$ cat config.mk
export PLATFORM = sky130hd
export DESIGN_NAME = pwm_multichannel_core
export DESIGN_NICKNAME = d
export VERILOG_FILES = /design/src/rtl/pwm_multichannel_core.sv
export SDC_FILE = /design/constraint.sdc
export NUM_CORES = 1
export LEC_CHECK = 0
export BUFFER_PORTS_ARGS = -buffer_cell sky130_fd_sc_hd__buf_2
export CAP_MARGIN = 15
export CORE_MARGIN = 1.5
export CORE_UTILIZATION = 55
export DETAILED_ROUTE_END_ITERATION = 7
export GPL_TIMING_DRIVEN = 0
export PLACE_DENSITY_LB_ADDON = 0.2
export REMOVE_ABC_BUFFERS = 1
export SLEW_MARGIN = 40
export SYNTH_ARGS = -nofsm -noshare
export SYNTH_HDL_FRONTEND = slang
export SYNTH_SLANG_ARGS = --single-unit
$ cat constraint.sdc
create_clock -name clk -period 3.8 [get_ports clk]
set_clock_uncertainty 0.2 [all_clocks]
set_input_delay 0.38 -clock clk [delete_from_list [all_inputs] [get_ports clk]]
set_output_delay 0.38 -clock clk [all_outputs]
set_load 0.02 [all_outputs]
$ cat src/rtl/pwm_multichannel_core.sv
// pwm_multichannel_core
//
// Multi-channel PWM generator. Each channel has its own duty cycle. All
// channels share one free-running counter, which a programmable prescaler
// slows down. Duty values are written into a shadow register. They are copied
// into the active register only when the counter wraps, so a PWM period never
// mixes two duty values.
//
// Register map (write-only, byte-wide strobe from the SPI front-end):
//   0x00+k  output-enable byte k   (channels 8k..8k+7)
//   0x10+k  pwm-enable byte k      (channels 8k..8k+7)
//   0x20+i  duty shadow of channel i (low CNT_W bits of the data)
//   0x60    prescaler reload value (low PRESC_W bits of the data)
// Writes to any other address, or to channels that do not exist, are dropped.
//
// Ports:
//   clk           system clock
//   rst_n         asynchronous active-low reset
//   wr_en         one-cycle register write strobe
//   wr_addr       register address (7 bits)
//   wr_data       register write data (8 bits)
//   out           registered channel outputs, one bit per channel
//   period_start  one-cycle pulse in the cycle after each counter wrap

module pwm_multichannel_core #(
   parameter int NUM_CH  = 16,
   parameter int CNT_W   = 8,
   parameter int PRESC_W = 8
) (
   input  logic              clk,
   input  logic              rst_n,
   input  logic              wr_en,
   input  logic [6:0]        wr_addr,
   input  logic [7:0]        wr_data,
   output logic [NUM_CH-1:0] out,
   output logic              period_start
);

   localparam logic [CNT_W-1:0] MAX        = '1;
   localparam logic [6:0]       PRESC_ADDR = 7'h60;

   logic [PRESC_W-1:0] presc;
   logic [PRESC_W-1:0] presc_cnt;
   logic [CNT_W-1:0]   cnt;
   logic               tick;
   logic               wrap;

   // The prescaler counts down and fires a tick when it reaches zero. The
   // reload value is sampled only at that point. A new prescaler setting
   // therefore never cuts the current tick interval short.
   assign tick = (presc_cnt == '0);
   assign wrap = tick && (cnt == MAX);

   // The prescaler reload register is shared by all channels.
   always_ff @(posedge clk or negedge rst_n) begin
      if (!rst_n) begin
         presc <= '0;
      end else if (wr_en && (wr_addr == PRESC_ADDR)) begin
         presc <= wr_data[PRESC_W-1:0];
      end
   end

   // This block holds the shared timebase. It contains the prescaler
   // countdown, the PWM counter (which wraps naturally from MAX to 0), and the
   // registered wrap pulse that is presented as period_start.
   always_ff @(posedge clk or negedge rst_n) begin
      if (!rst_n) begin
         presc_cnt    <= '0;
         cnt          <= '0;
         period_start <= 1'b0;
      end else begin
         presc_cnt    <= tick ? presc : (presc_cnt - PRESC_W'(1));
         if (tick) begin
            cnt <= cnt + CNT_W'(1);
         end
         period_start <= wrap;
      end
   end

   for (genvar i = 0; i < NUM_CH; i++) begin : g_ch
      localparam logic [6:0] EN_OUT_ADDR = 7'(i / 8);
      localparam logic [6:0] EN_PWM_ADDR = 7'(16 + (i / 8));
      localparam logic [6:0] DUTY_ADDR   = 7'(32 + i);

      logic             en_out;
      logic             en_pwm;
      logic [CNT_W-1:0] duty_shadow;
      logic [CNT_W-1:0] duty_active;
      logic             pwm;
      logic             out_q;

      // This block holds the per-channel registers. The active duty value is
      // loaded from the shadow value held before this edge. A shadow write
      // that lands on the wrap edge therefore only takes effect one period
      // later. The enable bits are not double-buffered and act at once.
      always_ff @(posedge clk or negedge rst_n) begin
         if (!rst_n) begin
            en_out      <= 1'b0;
            en_pwm      <= 1'b0;
            duty_shadow <= '0;
            duty_active <= '0;
         end else begin
            if (wrap) begin
               duty_active <= duty_shadow;
            end
            if (wr_en && (wr_addr == EN_OUT_ADDR)) begin
               en_out <= wr_data[i % 8];
            end
            if (wr_en && (wr_addr == EN_PWM_ADDR)) begin
               en_pwm <= wr_data[i % 8];
            end
            if (wr_en && (wr_addr == DUTY_ADDR)) begin
               duty_shadow <= wr_data[CNT_W-1:0];
            end
         end
      end

      // The raw PWM comparison alone could never be high while cnt equals
      // MAX. A duty of MAX is therefore treated as fully on, which makes it a
      // true constant-high output.
      always_comb begin
         pwm = (duty_active == MAX) || (cnt < duty_active);
      end

      // The output is registered so that the pins never glitch. A channel
      // that is enabled but has PWM disabled is driven constantly high.
      always_ff @(posedge clk or negedge rst_n) begin
         if (!rst_n) begin
            out_q <= 1'b0;
         end else begin
            out_q <= en_out ? (en_pwm ? pwm : 1'b1) : 1'b0;
         end
      end

      assign out[i] = out_q;
   end

endmodule
==> run metrics, run 1 <==
CP startpoint kind flop; Clock Path Buffers 3; Vias roughly 9,400; endpoints failing hold 0; remaining routing DRC violations 0; global route total overflow 0; TritonRoute pass-1 iters 4; min cycle time layout 3600 ps; met3 WL ~1300 µm; vias per cell around 5.6; maxcap violations 0; WHS 184 ps; library cells used by synthesis 39; Syn Std Cell Area between 15,000 and 20,000 µm²; VDD IR max roughly 0.42 mV; Initial Utilization a little under three fifths; total CTS buffers 37; clock sinks ~330; Nets between 1,000 and 1,500; total core area around 29,000 µm²; Inst Count DP between 1,500 and 2,000; largest net degree at the start of global routing 77; syn avg cell area about 13 µm²; Req. time, crit path between 3000 and 4000 ps; crit path max fanout 9; outcome finished clean; CTS clk-pin slew, worst paths around 60 ps; CTS tree done; fmax roughly 0.28 GHz; pins over their slew limit 0; post-route cell area around 18,000 µm²; RSZ-0062 raised after global routing false; Rows 62; worst-skew pair later-pin latency 510 ps; wire length on met1 16,000 µm; Worst Hold Class input port to asynchronous set/reset pin; period utilisation layout roughly 95%; leakage power between 8 and 9 nW; EDFF count, synth 0; routability congestion estimate between 0.7 and 0.8; Slew HR 46.7%; Synth async-reset ratio 100%; Worst Max-Slew Pin Slew 800 ps; Top Ports 35; top routing layer used met4; met2 WL ~16,000 µm; H-tree depth 2; port bufs 34; Routed WL per cell around 20 µm; overall power about 8.7 mW; fin util slightly above 60%; Total Wirelength roughly 34,000 µm; fraction of layout cells with a size suffix above 1 ~31%; fin cells around 1,700; Clock Root Buffer clkbuf_16; 1st-iter DRT viols 480; synth warn 0; Die Height approximately 170 µm; Crit. End Element flop; Yosys reg bits 329; vias in the first global route around 9,800; Total GRT Usage a little under a quarter; first-pass GRT wire length about 55,000 µm; top_reg_cell synth dfrtp_1; final setup fails 0; Die Wd ~170 µm; Post-DP HPWL slightly above 20,000 µm; Crit Path Category flop to flop; initial antenna violation count 3; Arrival @ worst endpoint 3780 ps; Pwr Density about 500 nW/µm²; Syn Inst Count 1,233; DIE AREA 30,400 µm²; P&R area growth vs syn 10.7%; placed cell area ~17,000 µm²; post-synthesis sequential area ratio 51.1%; post-route antenna net violation count 0
==> Yosys cell counts, drive strengths merged, types with 2 or more instances <==
library cell | count | area, µm²
nand2b | 13 | 81.3
nor3b | 4 | 41.3
xnor2 | 8 | 70.1
or4 | 2 | 17.5
nand3 | 22 | 110
o211ai | 14 | 105
o21a | 2 | 15.0
and3 | 3 | 18.8
xor2 | 2 | 17.5
and4 | 2 | 17.5
mux2 | 297 | 3720
a21o | 13 | 97.6
nor2b | 4 | 25.0
dfrtp | 329 | 8230
clkbuf | 26 | 97.6
o21ai | 57 | 285
ha | 114 | 1430
buf | 31 | 385
nor3 | 9 | 56.3
nor2 | 31 | 116
inv | 116 | 435
nand4 | 36 | 225
a21oi | 49 | 245
nand2 | 28 | 105
a211oi | 13 | 97.6
==> logic make-up (layout without fill, tap and decap cells) <==
kind of cell               Yosys count  after routing  synth area share (%)
AOI/OAI and AO/OA                  150            150                  5.35
adders and majority gates          114            114                  8.85
and+or+nand+nor                    160            160                  5.42
muxes                              297            297                  23.1
buffers and inverters              173            237                  5.70
other                                0              4                     0
DFF                                329            329                  51.1
xor gates and xnor gates            10             10                 0.543
==> worst paths after layout <==
kind,slack [ps],from,cells after the start,end
max,200,presc_cnt[0],12,g_ch[0].duty_active[4]
min,180,rst_n,2,g_ch[0].duty_shadow[0]
max reg2reg,200,presc_cnt[0],12,g_ch[0].duty_active[4]
min reg2reg,280,presc[1],2,presc_cnt[1]
min in group clk,240,wr_addr[0],3,g_ch[14].duty_shadow[3]
max in group asynchronous,2460,rst_n,3,cnt[3]
==> sequential cells by signal (all words and copies together), names as in the netlist <==
name	count
g_ch.duty_active	128
cnt	8
period_start	1
g_ch.en_out	16
g_ch.en_pwm	16
g_ch.duty_shadow	128
g_ch.out_q	16
presc	8
presc_cnt	8
==> critical path, stage by stage, from the launching register on <==
cell and delay (ps):
dfrtp_1 400, inv_1 80, ha_1 190, or4b_4 550, nor3_4 240, nor3b_4 280, buf_4 250, buf_4 240
buf_6 190, buf_6 150, buf_6 170, buf_6 170, mux2_1 340
==> routing by layer <==
layer	global-route usage (%)	up-vias
met5	0	-
met4	6.39	0
met3	3.72	65
met2	39.0	142
met1	32.1	4809
li1	-	4426
==> per-stage QoR <==
| step | worst slack (ps) | TNS, ps |
|---|---|---|
| final | 199 | 0 |
| after global placement | -5680 | -2044750 |
| after global routing | 21.7 | 0 |
| after floorplan | -3250 | -403980 |
| after detailed placement | -244 | -2400 |
| after CTS | 81.6 | 0 |
==> what timing repair did <==
item,in CTS,in global routing
setup buffers,1,0
hold buffers,1,0
gates resized for setup,0,1
endpoints found under the hold margin,59,0
endpoints found under the setup margin,17,9
==> placed cells by master (no fill, tap or decap), types with 13 or more instances in the layout <==
cell | netlist | final
a211oi_1 | 13 | 13
a21o_1 | 13 | 13
a21oi_1 | 49 | 49
buf_2 | 0 | 33
clkbuf_16 | 0 | 37
dfrtp_1 | 329 | 321
ha_1 | 114 | 114
inv_1 | 116 | 116
mux2_1 | 20 | 20
mux2_2 | 177 | 177
mux2_4 | 100 | 100
nand2_1 | 28 | 28
nand2b_1 | 13 | 13
nand3_1 | 22 | 22
nand4_1 | 36 | 36
nor2_1 | 31 | 30
o211ai_1 | 14 | 14
o21ai_0 | 57 | 57
==> area by class of cell <==
type | instances | area, µm²
sequential | 329 | 8240
fill | 2236 | 10900
timing repair buffer | 57 | 469
clock buffer | 50 | 1020
tap | 384 | 480
inverter | 116 | 435
multi-input combinational | 731 | 6990
antenna | 4 | 10.0
clock inverter | 14 | 203
==> power by group <==
part / total (mW) / internal [mW] / leakage (nW) / switching, mW
registers: 4.07 / 3.73 / 4.50 / 0.341
logic: 1.01 / 0.498 / 3.52 / 0.514
clock network: 3.62 / 2.23 / 0.596 / 1.40
total: 8.70 / 6.45 / 8.61 / 2.25
(Power assumes the default switching activity.)
==> run 2, diff against run 1 <==
- CORE_MARGIN: 1.5 -> 10
- clock period: 3.8 -> 3.1 ns (I/O delays scaled with it)
==> run metrics, run 2 (same netlist as run 1, synthesis figures left out) <==
H-tree depth 2 (unchanged); Total Wirelength 34,900 µm (+2.2%); DIE AREA 36,600 µm² (+20%); Die Height 191 µm (+9.8%); Arrival @ worst endpoint 3190 ps (-590 ps); port bufs 34 (unchanged); 1st-iter DRT viols 682 (+42%); Register-to-Register Path Depth 8 (-4); endpoints failing hold 0 (unchanged); CP startpoint kind flop; WHS 123 ps (-60.9 ps); fraction of layout cells with a size suffix above 1 32.5% (+1.2 points); pins over their slew limit 0 (unchanged); vias per cell 5.58 (-0.37%); fin util 62.8% (+0.71 points); biggest regs g_ch.duty_active: 128 flops, g_ch.duty_shadow: 128 flops; reg2reg end g_ch[6].duty_active[7]; Pwr Density 590 nW/µm² (+21%); Crit. End Element flop; Routed WL per cell 20.5 µm (+1.1%); fmax 0.333 GHz (+20%); total CTS buffers 36 (-2.7%); Total GRT Usage 19.6% (-3.9 points); first-pass GRT wire length 55,700 µm (+1.7%); worst-skew pair later-pin latency 510 ps (about the same); Worst Hold Class input port to asynchronous set/reset pin; routability congestion estimate 0.763 (-1.3%); most frequent cells in the layout 321 x dfrtp_1, 177 x mux2_2, 116 x inv_1; Rows 62 (unchanged); CP startpoint cnt[3]; # fillers 2,162 (-3.3%); global route total overflow 0 (unchanged); Register Area 8240 µm² (unchanged); CTS tree done; reg2reg start cnt[3]; initial antenna violation count 3 (unchanged); vias in the first global route 9,907 (+1.2%); Crit Path Category flop to flop; Post-DP HPWL 20,900 µm (+2.2%); RSZ-0062 raised after global routing false; TritonRoute pass-1 iters 5 (+1); Die Wd 191 µm (+9.8%); leakage power 8.73 nW (+1.4%); total core area 28,800 µm² (unchanged); Initial Utilization 56.0% (unchanged); Top Ports 35 (unchanged); maxcap violations 0 (unchanged); post-route antenna net violation count 0 (unchanged); setup slack, reg-to-reg 100 ps (-100 ps); remaining routing DRC violations 0 (unchanged); Clock Path Buffers 3 (unchanged); crit path max fanout 20 (+11); final setup fails 0 (unchanged); CTS clk-pin slew, worst paths 60 ps (about the same); outcome finished clean; P&R area growth vs syn 12.0%; Req. time, crit path 3290 ps (-690 ps); area of the multi-input gates 6990 µm² (about the same); clock sinks 329 (unchanged); commonest non-fill, non-tap cell in the layout dfrtp_1; Vias 9,508 (+0.70%); Slew HR 46.9% (+0.27 points); Clock Root Buffer clkbuf_16; Worst Max-Slew Pin Slew 796 ps (-4.05 ps); VDD IR max 0.413 mV (-2.1%); min cycle time layout 3000 ps (-597 ps); Nets 1,424 (+1.4%); largest net degree at the start of global routing 74 (-3.9%); period utilisation layout 96.9% (+2.1 points)
run 2: what timing repair did:
item,CTS,global route
buffers inserted,3,21
hold buffers,1,0
setup endpoints to repair,104,49
pin swaps,0,1
gates resized for setup,10,8
endpoints found under the hold margin,193,0
gates cloned,0,0
run 2: worst max path at each step:
stage / cells past startpoint / slack (ps) / endpoint
floorplan: 6 / -3950 / g_ch[10].duty_active[7]
global placement: 4 / -6410 / g_ch[7].duty_active[7]
detailed placement: 11 / -780 / g_ch[8].duty_active[7]
CTS: 10 / 20 / g_ch[6].duty_active[7]
global route: 8 / 7 / g_ch[1].duty_active[3]
finish: 8 / 100 / g_ch[6].duty_active[7]
run 2: worst max-delay path: stages (launching register included):
cell	delay (ps)
dfrtp_2	880
nand3_1	260
nor3_4	280
nor3b_4	270
buf_4	180
buf_12	140
buf_8	160
buf_6	180
mux2_2	340
run 2: layout make-up:
cell class,instances,area share (%)
Clock buffer,52,5.88
Antenna cell,2,0.0277
Inverter,116,2.41
Clock inverter,11,0.901
Timing Repair Buffer,78,3.76
Tap cell,384,2.66
Multi-Input combinational cell,731,38.7
Sequential cell,329,45.6
run 2: per-layer routing:
metal  GRT usage (%)  part of all wire (%)
met1            26.5                    47
met2            32.5                    48
met3            2.92                   3.4
met4            4.87                   1.8
met5               0                     0
run 2: where the power goes:
part | switching, mW | internal (mW) | total, mW | leakage [nW]
clock | 1.71 | 2.71 | 4.42 | 0.594
combinational | 0.636 | 0.621 | 1.26 | 3.64
sequential | 0.413 | 4.57 | 4.98 | 4.50
total | 2.76 | 7.90 | 10.7 | 8.73
run 2: stage by stage:
step                      power [mW]  instance area [µm²]  setup WS (ps)  setup TNS [ps]  instances
after floorplan                 5.72                15600          -3950         -493580       1176
after global placement          6.22                16300          -6410        -2341960       1594
after detailed placement        6.31                16600           -785          -39420       1616
after CTS                       10.8                17900           15.4               0       1680
after global routing            11.2                18100           7.50               0       1701
final                           10.7                18100           96.2               0       1703
